## config.mk

```make
export PLATFORM = sky130hd
export DESIGN_NAME = firc_feeder_flat
export DESIGN_NICKNAME = d
export VERILOG_FILES = /design/src/rtl/firc_feeder_if.sv /design/src/rtl/firc_feeder.sv /design/src/flat_wrapper.sv
export SDC_FILE = /design/constraint.sdc
export NUM_CORES = 1
export LEC_CHECK = 0
export ABC_AREA = 0
export BUFFER_PORTS_ARGS = -buffer_cell sky130_fd_sc_hd__buf_2
export CAP_MARGIN = 30
export CELL_PAD_IN_SITES_DETAIL_PLACEMENT = 1
export CELL_PAD_IN_SITES_GLOBAL_PLACEMENT = 1
export CORE_UTILIZATION = 45
export CTS_CLUSTER_SIZE = 16
export DETAILED_ROUTE_END_ITERATION = 16
export GPL_ROUTABILITY_DRIVEN = 1
export PLACE_DENSITY = 0.88
export SLEW_MARGIN = 20
export SYNTH_ARGS = -nofsm -noshare
export SYNTH_HDL_FRONTEND = slang
export SYNTH_SLANG_ARGS = --single-unit
```

## constraint.sdc

```tcl
create_clock -name Clk -period 3 [get_ports Clk]
set_input_delay 0.3 -clock Clk [delete_from_list [all_inputs] [get_ports Clk]]
set_output_delay 0.3 -clock Clk [all_outputs]
set_load 0.1 [all_outputs]
```

## src/rtl/firc_feeder_if.sv

```systemverilog
`default_nettype none
// ---------------------------------------------------------------------------
// firc_feeder_if : coefficient, source and filter-side signals of firc_feeder
// Revision 1.0
// ---------------------------------------------------------------------------
interface firc_feeder_if #(
  parameter int S_WIDTH = 24,
  parameter int C_WIDTH = 27,
  parameter int N_TAPS  = 16
);
  localparam int A_WIDTH = $clog2(N_TAPS);

  logic               Start;
  logic               CoefValid;
  logic               CoefReady;
  logic [C_WIDTH-1:0] CoefInI;
  logic [C_WIDTH-1:0] CoefInQ;
  logic               SrcValid;
  logic               SrcReady;
  logic [S_WIDTH-1:0] SrcI;
  logic [S_WIDTH-1:0] SrcQ;
  logic               PushCoef;
  logic [A_WIDTH-1:0] CoefAddr;
  logic [C_WIDTH-1:0] CoefI;
  logic [C_WIDTH-1:0] CoefQ;
  logic               PushIn;
  logic [S_WIDTH-1:0] SampI;
  logic [S_WIDTH-1:0] SampQ;
  logic               StopIn;
  logic               CoefLoaded;
  logic [15:0]        SampCount;

  // master: the feeder itself
  modport master (
    input  Start, CoefValid, CoefInI, CoefInQ, SrcValid, SrcI, SrcQ, StopIn,
    output CoefReady, SrcReady, PushCoef, CoefAddr, CoefI, CoefQ,
           PushIn, SampI, SampQ, CoefLoaded, SampCount
  );

  // slave: upstream sources plus the filter
  modport slave (
    output Start, CoefValid, CoefInI, CoefInQ, SrcValid, SrcI, SrcQ, StopIn,
    input  CoefReady, SrcReady, PushCoef, CoefAddr, CoefI, CoefQ,
           PushIn, SampI, SampQ, CoefLoaded, SampCount
  );
endinterface
`default_nettype wire

```

## src/rtl/firc_feeder.sv

```systemverilog
`default_nettype none
// ---------------------------------------------------------------------------
// firc_feeder : loads firc coefficients, then streams samples via a skid FIFO
// Revision 1.0
// ---------------------------------------------------------------------------
module firc_feeder #(
  parameter int S_WIDTH    = 24,
  parameter int C_WIDTH    = 27,
  parameter int N_TAPS     = 16,
  parameter int FIFO_DEPTH = 4
) (
  input  logic          Clk,
  input  logic          Reset,
  firc_feeder_if.master bus
);
  localparam int A_WIDTH = $clog2(N_TAPS);
  localparam int P_WIDTH = $clog2(FIFO_DEPTH);
  localparam logic [A_WIDTH-1:0] LAST_ADDR = A_WIDTH'(N_TAPS - 1);

  typedef enum logic [1:0] {
    IDLE   = 2'd0,
    LOAD   = 2'd1,
    DRAIN  = 2'd2,
    STREAM = 2'd3
  } state_t;

  state_t             state;
  state_t             state_nxt;
  logic               load_enter;
  logic               coef_ready;
  logic               src_ready;
  logic               coef_hs;
  logic               src_hs;
  logic               pop;
  logic               full;
  logic               empty;

  logic [A_WIDTH-1:0] addr;
  logic               push_coef;
  logic [A_WIDTH-1:0] coef_addr;
  logic [C_WIDTH-1:0] coef_i;
  logic [C_WIDTH-1:0] coef_q;
  logic               coef_loaded;
  logic [15:0]        samp_count;

  // Pointers carry one extra wrap bit to tell full from empty
  logic [P_WIDTH:0]   wr_ptr;
  logic [P_WIDTH:0]   rd_ptr;
  logic [P_WIDTH-1:0] wr_idx;
  logic [P_WIDTH-1:0] rd_idx;
  logic [S_WIDTH-1:0] mem_i [FIFO_DEPTH];
  logic [S_WIDTH-1:0] mem_q [FIFO_DEPTH];

  assign wr_idx = wr_ptr[P_WIDTH-1:0];
  assign rd_idx = rd_ptr[P_WIDTH-1:0];
  assign empty  = (wr_ptr == rd_ptr);
  assign full   = (wr_ptr[P_WIDTH] != rd_ptr[P_WIDTH]) && (wr_idx == rd_idx);

  assign coef_hs = coef_ready & bus.CoefValid;
  assign src_hs  = src_ready & bus.SrcValid;
  // StopIn only gates the pop; PushIn itself never looks at it
  assign pop     = !empty & !bus.StopIn;

  always_ff @(posedge Clk or posedge Reset) begin
    if (Reset) begin
      state <= IDLE;
    end else begin
      state <= state_nxt;
    end
  end

  always_comb begin
    state_nxt  = state;
    load_enter = 1'b0;
    coef_ready = 1'b0;
    src_ready  = 1'b0;
    case (state)
      IDLE: begin
        if (bus.Start) begin
          state_nxt  = LOAD;
          load_enter = 1'b1;
        end
      end
      LOAD: begin
        coef_ready = 1'b1;
        if (bus.CoefValid && (addr == LAST_ADDR)) begin
          state_nxt = STREAM;
        end
      end
      STREAM: begin
        src_ready = !full;
        if (bus.Start) begin
          state_nxt = DRAIN;
        end
      end
      DRAIN: begin
        if (empty) begin
          state_nxt  = LOAD;
          load_enter = 1'b1;
        end
      end
      default: begin
        state_nxt = IDLE;
      end
    endcase
  end

  always_ff @(posedge Clk or posedge Reset) begin
    if (Reset) begin
      addr        <= '0;
      push_coef   <= 1'b0;
      coef_addr   <= '0;
      coef_i      <= '0;
      coef_q      <= '0;
      coef_loaded <= 1'b0;
    end else begin
      push_coef <= coef_hs;
      if (load_enter) begin
        addr        <= '0;
        coef_loaded <= 1'b0;
      end else if (coef_hs) begin
        coef_addr <= addr;
        coef_i    <= bus.CoefInI;
        coef_q    <= bus.CoefInQ;
        addr      <= addr + A_WIDTH'(1);
        if (addr == LAST_ADDR) begin
          coef_loaded <= 1'b1;
        end
      end
    end
  end

  always_ff @(posedge Clk or posedge Reset) begin
    if (Reset) begin
      wr_ptr     <= '0;
      rd_ptr     <= '0;
      samp_count <= '0;
    end else begin
      if (src_hs) begin
        wr_ptr <= wr_ptr + (P_WIDTH + 1)'(1);
      end
      if (pop) begin
        rd_ptr     <= rd_ptr + (P_WIDTH + 1)'(1);
        samp_count <= samp_count + 16'd1;
      end
    end
  end

  // Storage needs no reset: nothing is visible until the pointers say so
  always_ff @(posedge Clk) begin
    if (src_hs) begin
      mem_i[wr_idx] <= bus.SrcI;
      mem_q[wr_idx] <= bus.SrcQ;
    end
  end

  assign bus.CoefReady  = coef_ready;
  assign bus.SrcReady   = src_ready;
  assign bus.PushCoef   = push_coef;
  assign bus.CoefAddr   = coef_addr;
  assign bus.CoefI      = coef_i;
  assign bus.CoefQ      = coef_q;
  assign bus.CoefLoaded = coef_loaded;
  assign bus.PushIn     = !empty;
  assign bus.SampI      = empty ? '0 : mem_i[rd_idx];
  assign bus.SampQ      = empty ? '0 : mem_q[rd_idx];
  assign bus.SampCount  = samp_count;

endmodule
`default_nettype wire
```

## src/flat_wrapper.sv

```systemverilog
// flat-port wrapper written by rule: the top's interface ports become plain ports
module firc_feeder_flat 
#(
  parameter int S_WIDTH    = 24,
  parameter int C_WIDTH    = 27,
  parameter int N_TAPS     = 16,
  parameter int FIFO_DEPTH = 4
)
  (Clk, Reset, bus_Start, bus_CoefValid, bus_CoefInI, bus_CoefInQ, bus_SrcValid, bus_SrcI, bus_SrcQ, bus_StopIn, bus_CoefReady, bus_SrcReady, bus_PushCoef, bus_CoefAddr, bus_CoefI, bus_CoefQ, bus_PushIn, bus_SampI, bus_SampQ, bus_CoefLoaded, bus_SampCount);
  firc_feeder_if #(.S_WIDTH(S_WIDTH), .C_WIDTH(C_WIDTH), .N_TAPS(N_TAPS)) bus_i ();
  input  logic Clk;
  input  logic Reset;
  input wire logic [$bits(bus_i.Start)-1:0] bus_Start;
  input wire logic [$bits(bus_i.CoefValid)-1:0] bus_CoefValid;
  input wire logic [$bits(bus_i.CoefInI)-1:0] bus_CoefInI;
  input wire logic [$bits(bus_i.CoefInQ)-1:0] bus_CoefInQ;
  input wire logic [$bits(bus_i.SrcValid)-1:0] bus_SrcValid;
  input wire logic [$bits(bus_i.SrcI)-1:0] bus_SrcI;
  input wire logic [$bits(bus_i.SrcQ)-1:0] bus_SrcQ;
  input wire logic [$bits(bus_i.StopIn)-1:0] bus_StopIn;
  output wire logic [$bits(bus_i.CoefReady)-1:0] bus_CoefReady;
  output wire logic [$bits(bus_i.SrcReady)-1:0] bus_SrcReady;
  output wire logic [$bits(bus_i.PushCoef)-1:0] bus_PushCoef;
  output wire logic [$bits(bus_i.CoefAddr)-1:0] bus_CoefAddr;
  output wire logic [$bits(bus_i.CoefI)-1:0] bus_CoefI;
  output wire logic [$bits(bus_i.CoefQ)-1:0] bus_CoefQ;
  output wire logic [$bits(bus_i.PushIn)-1:0] bus_PushIn;
  output wire logic [$bits(bus_i.SampI)-1:0] bus_SampI;
  output wire logic [$bits(bus_i.SampQ)-1:0] bus_SampQ;
  output wire logic [$bits(bus_i.CoefLoaded)-1:0] bus_CoefLoaded;
  output wire logic [$bits(bus_i.SampCount)-1:0] bus_SampCount;
  assign bus_i.Start = bus_Start;
  assign bus_i.CoefValid = bus_CoefValid;
  assign bus_i.CoefInI = bus_CoefInI;
  assign bus_i.CoefInQ = bus_CoefInQ;
  assign bus_i.SrcValid = bus_SrcValid;
  assign bus_i.SrcI = bus_SrcI;
  assign bus_i.SrcQ = bus_SrcQ;
  assign bus_i.StopIn = bus_StopIn;
  assign bus_CoefReady = bus_i.CoefReady;
  assign bus_SrcReady = bus_i.SrcReady;
  assign bus_PushCoef = bus_i.PushCoef;
  assign bus_CoefAddr = bus_i.CoefAddr;
  assign bus_CoefI = bus_i.CoefI;
  assign bus_CoefQ = bus_i.CoefQ;
  assign bus_PushIn = bus_i.PushIn;
  assign bus_SampI = bus_i.SampI;
  assign bus_SampQ = bus_i.SampQ;
  assign bus_CoefLoaded = bus_i.CoefLoaded;
  assign bus_SampCount = bus_i.SampCount;
  firc_feeder #(.S_WIDTH(S_WIDTH), .C_WIDTH(C_WIDTH), .N_TAPS(N_TAPS), .FIFO_DEPTH(FIFO_DEPTH)) u_core (.Clk(Clk), .Reset(Reset), .bus(bus_i));
endmodule
```

==> results.cfg <==
[synth]
synth_nets = 798
synthCells = 683
synth.yosys.seq_area_share_pct = 73.3
async_reset_ff_share_pct = 31.4
cell_area_synth_um2 = 10900
post_synth_num_cell_types = 36
synth-edff-count = 192
syn_avg_cell_area_um2 = 15.9
ys_warn_count = 0
ys.flop_type = edfxtp_1
postSynthRegisterBits = 280

[sta]
finalWorstPathRequiredPeriod_ns = 2.86
worst_slew_margin_rel_pct = 39.0
worst_pin_slew_ns = 0.914
finalClockSkew_ns = 0.0264
tcrit_tclk_final_pct = 95.2
max_freq_ghz = 0.350
report.final.slew_viol_count = 0
setup_repair_after_global_routing_missed_its_margin = no
tns_ns = 0
report.final.hold_viol_count = 0
finalSetupViolations = 0

[clocking]
cts_made_buffers = 29
tritoncts = done
clockBufferDepth = 3
ctsHtreeMaxLevel = 1
clock-root-buffer = clkbuf_16
cts.repair_timing.setup_buffer_count = 0
cts.clk_slew.worst_paths_ns = 0.06
clock_insertion_delay_worst_skew_ns = 0.54
clock-sinks = 280

[route]
first_iter_violations = 470
drt_drc_violations_left = 0
overall_routed_net_length_mm = 32.2
drt-vias-per-instance = 5.21
ant_nets = 0
detail_route.first_pass.iterations = 5
post_drt_wl_per_cell_um = 23.6
num_vias = 7104

[floorplan]
chipWidth_um = 157
die_y_um = 157
std_cell_rows = 56
io-pin-count = 235
design.core.area_um2 = 23500
dieArea_um2 = 24800
starting_density_pct = 46.1

[worst_setup_path]
critPathArrivalTime_ns = 2.56
timing_worst_setup_path_type = register to output pin
crit_end_element = output pin
startpoint_type = register
worstPathMaxFanout = 57
timing.critical_path.required_ns = 2.70

[finish]
areaGrowthSynthToFinish_pct = 38.6
layout_common_cells = 192 x edfxtp_1, 187 x nand2_1, 185 x buf_2
utilization_pct = 63.9
final_layout_size_suffix_gt1_share_pct = 33.5
final.fill_count = 2180
final_area_um2 = 15100
design.final.nets = 1137
leading_cell_type_in_the_layout_fill_and_taps_excluded = edfxtp_1

[run_status]
run_status = completed

[global_routing]
gr-total-overflow = 0
number_of_antenna_violations_at_the_first_check_in_global_routing = 1
grtUsageTotal_pct = 25.9
grt_start_max_net_pins = 61
grt_pass1_wl_mm = 46.9
first_global_vias = 7826

[worst_hold_path]
worstHoldPathType = input pin to register

[place]
port_buffers = 234
place_congestion = 0.783
placed_area_um2 = 13200
detailed_place_hpwl_mm = 17.0

[flow_run]
maxCapViolCount = 0
registers in the layout, summed over array words and instances, names as in the netlist:
name	flops
u_core.bus.CoefAddr	4
u_core.bus.CoefQ	27
u_core.bus.CoefLoaded	1
u_core.mem_i	96
u_core.wr_ptr	3
u_core.bus.SampCount	16
u_core.addr	4
u_core.state	2
u_core.bus.PushCoef	1
u_core.bus.CoefI	27
u_core.mem_q	96
u_core.rd_ptr	3
area by class of cell:
| cell class | instances | area [µm²] | share of cell area [%] |
|---|---|---|---|
| Sequential cell | 280 | 7970 | 53.0 |
| Timing Repair Buffer | 339 | 3010 | 20.0 |
| Multi-Input combinational cell | 365 | 2760 | 18.3 |
| Clock buffer | 35 | 748 | 4.97 |
| Tap cell | 319 | 399 | 2.65 |
| Clock inverter | 18 | 135 | 0.898 |
| Inverter | 7 | 30.0 | 0.199 |
| Antenna cell | 1 | 2.50 | 0.0166 |
cell usage after synthesis (3+ instances only):
master,n,area [µm²]
mux4_2,48,1080
mux2_2,3,33.8
nand2_1,188,706
nor2_1,8,30.0
ha_1,7,87.6
and2_1,48,300
nand3_1,5,25.0
inv_1,5,18.8
dfrtp_1,88,2200
nor4_1,3,18.8
nand4_1,6,37.5
edfxtp_1,192,5770
and3_1,5,31.3
clkbuf_1,13,48.8
xor2_1,13,114
xnor2_1,12,105
buf_2,13,65.1
per-stage QoR:
step	hold WS [ns]	std cells	setup slack [ns]
6_report	0.0205	1364	0.143
3_3_place_gp	0.402	1214	0.625
4_1_cts	0.000703	1363	0.0339
3_5_place_dp	0.406	1214	0.450
5_1_grt	0.0108	1364	0.0267
2_1_floorplan	0.399	683	0.120
worst max-delay path, stage by stage, from the launching register on:
cell and delay [ns]:
dfrtp_1 0.48, xnor2_2 0.22, and3_1 0.31, inv_4 0.43, and2_1 0.33, buf_12 0.21
routing by layer:
layer	GRT usage (%)	part of all wire, %	vias to the layer above	wire length (µm)
li1	-	-	3138	-
met1	30.6	37	3584	12000
met2	47.7	53	320	17100
met3	4.82	7.3	62	2350
met4	7.26	2.3	0	738
met5	0	0	-	0
kinds of logic (layout without fill, tap and decap cells):
| group | after synthesis | count (layout) | share of synthesized area, % |
|---|---|---|---|
| AND/OR/NAND/NOR | 272 | 272 | 11.2 |
| flip-flops | 280 | 280 | 73.3 |
| other | 0 | 1 | 0 |
| multiplexers | 51 | 51 | 10.3 |
| buffers and inverters | 38 | 399 | 1.64 |
| adder cells (fa/ha/maj) | 7 | 7 | 0.806 |
| AO/OA/AOI/OAI | 10 | 10 | 0.726 |
| XOR/XNOR | 25 | 25 | 2.02 |
path summary, 6_finish.rpt:
path | from | end | slack (ns) | cells after the start
max | u_core.wr_ptr[0] | bus_SampQ[16] | 0.14 | 5
min | bus_SrcI[23] | u_core.mem_i[1][23] | 0.02 | 1
max reg2reg | u_core.state[1] | u_core.addr[3] | 1.02 | 6
min reg2reg | u_core.bus.CoefI[10] | u_core.bus.CoefI[10] | 0.47 | 2
max in group asynchronous | Reset | u_core.bus.CoefQ[22] | 1.85 | 4
min in group asynchronous | Reset | u_core.bus.CoefQ[6] | 0.42 | 3
what timing repair did:
| item | in CTS | in global routing |
|---|---|---|
| hold buffers | 96 | 0 |
| hold endpoints to repair | 264 | 0 |
| resized for setup | 1 | 2 |
| pin swaps | 0 | 0 |
| endpoints found under the setup margin | 48 | 48 |
Power is left out: the tool's default activity adds up to more than one toggle a clock period on the data nets, which glitch-free logic cannot reach.
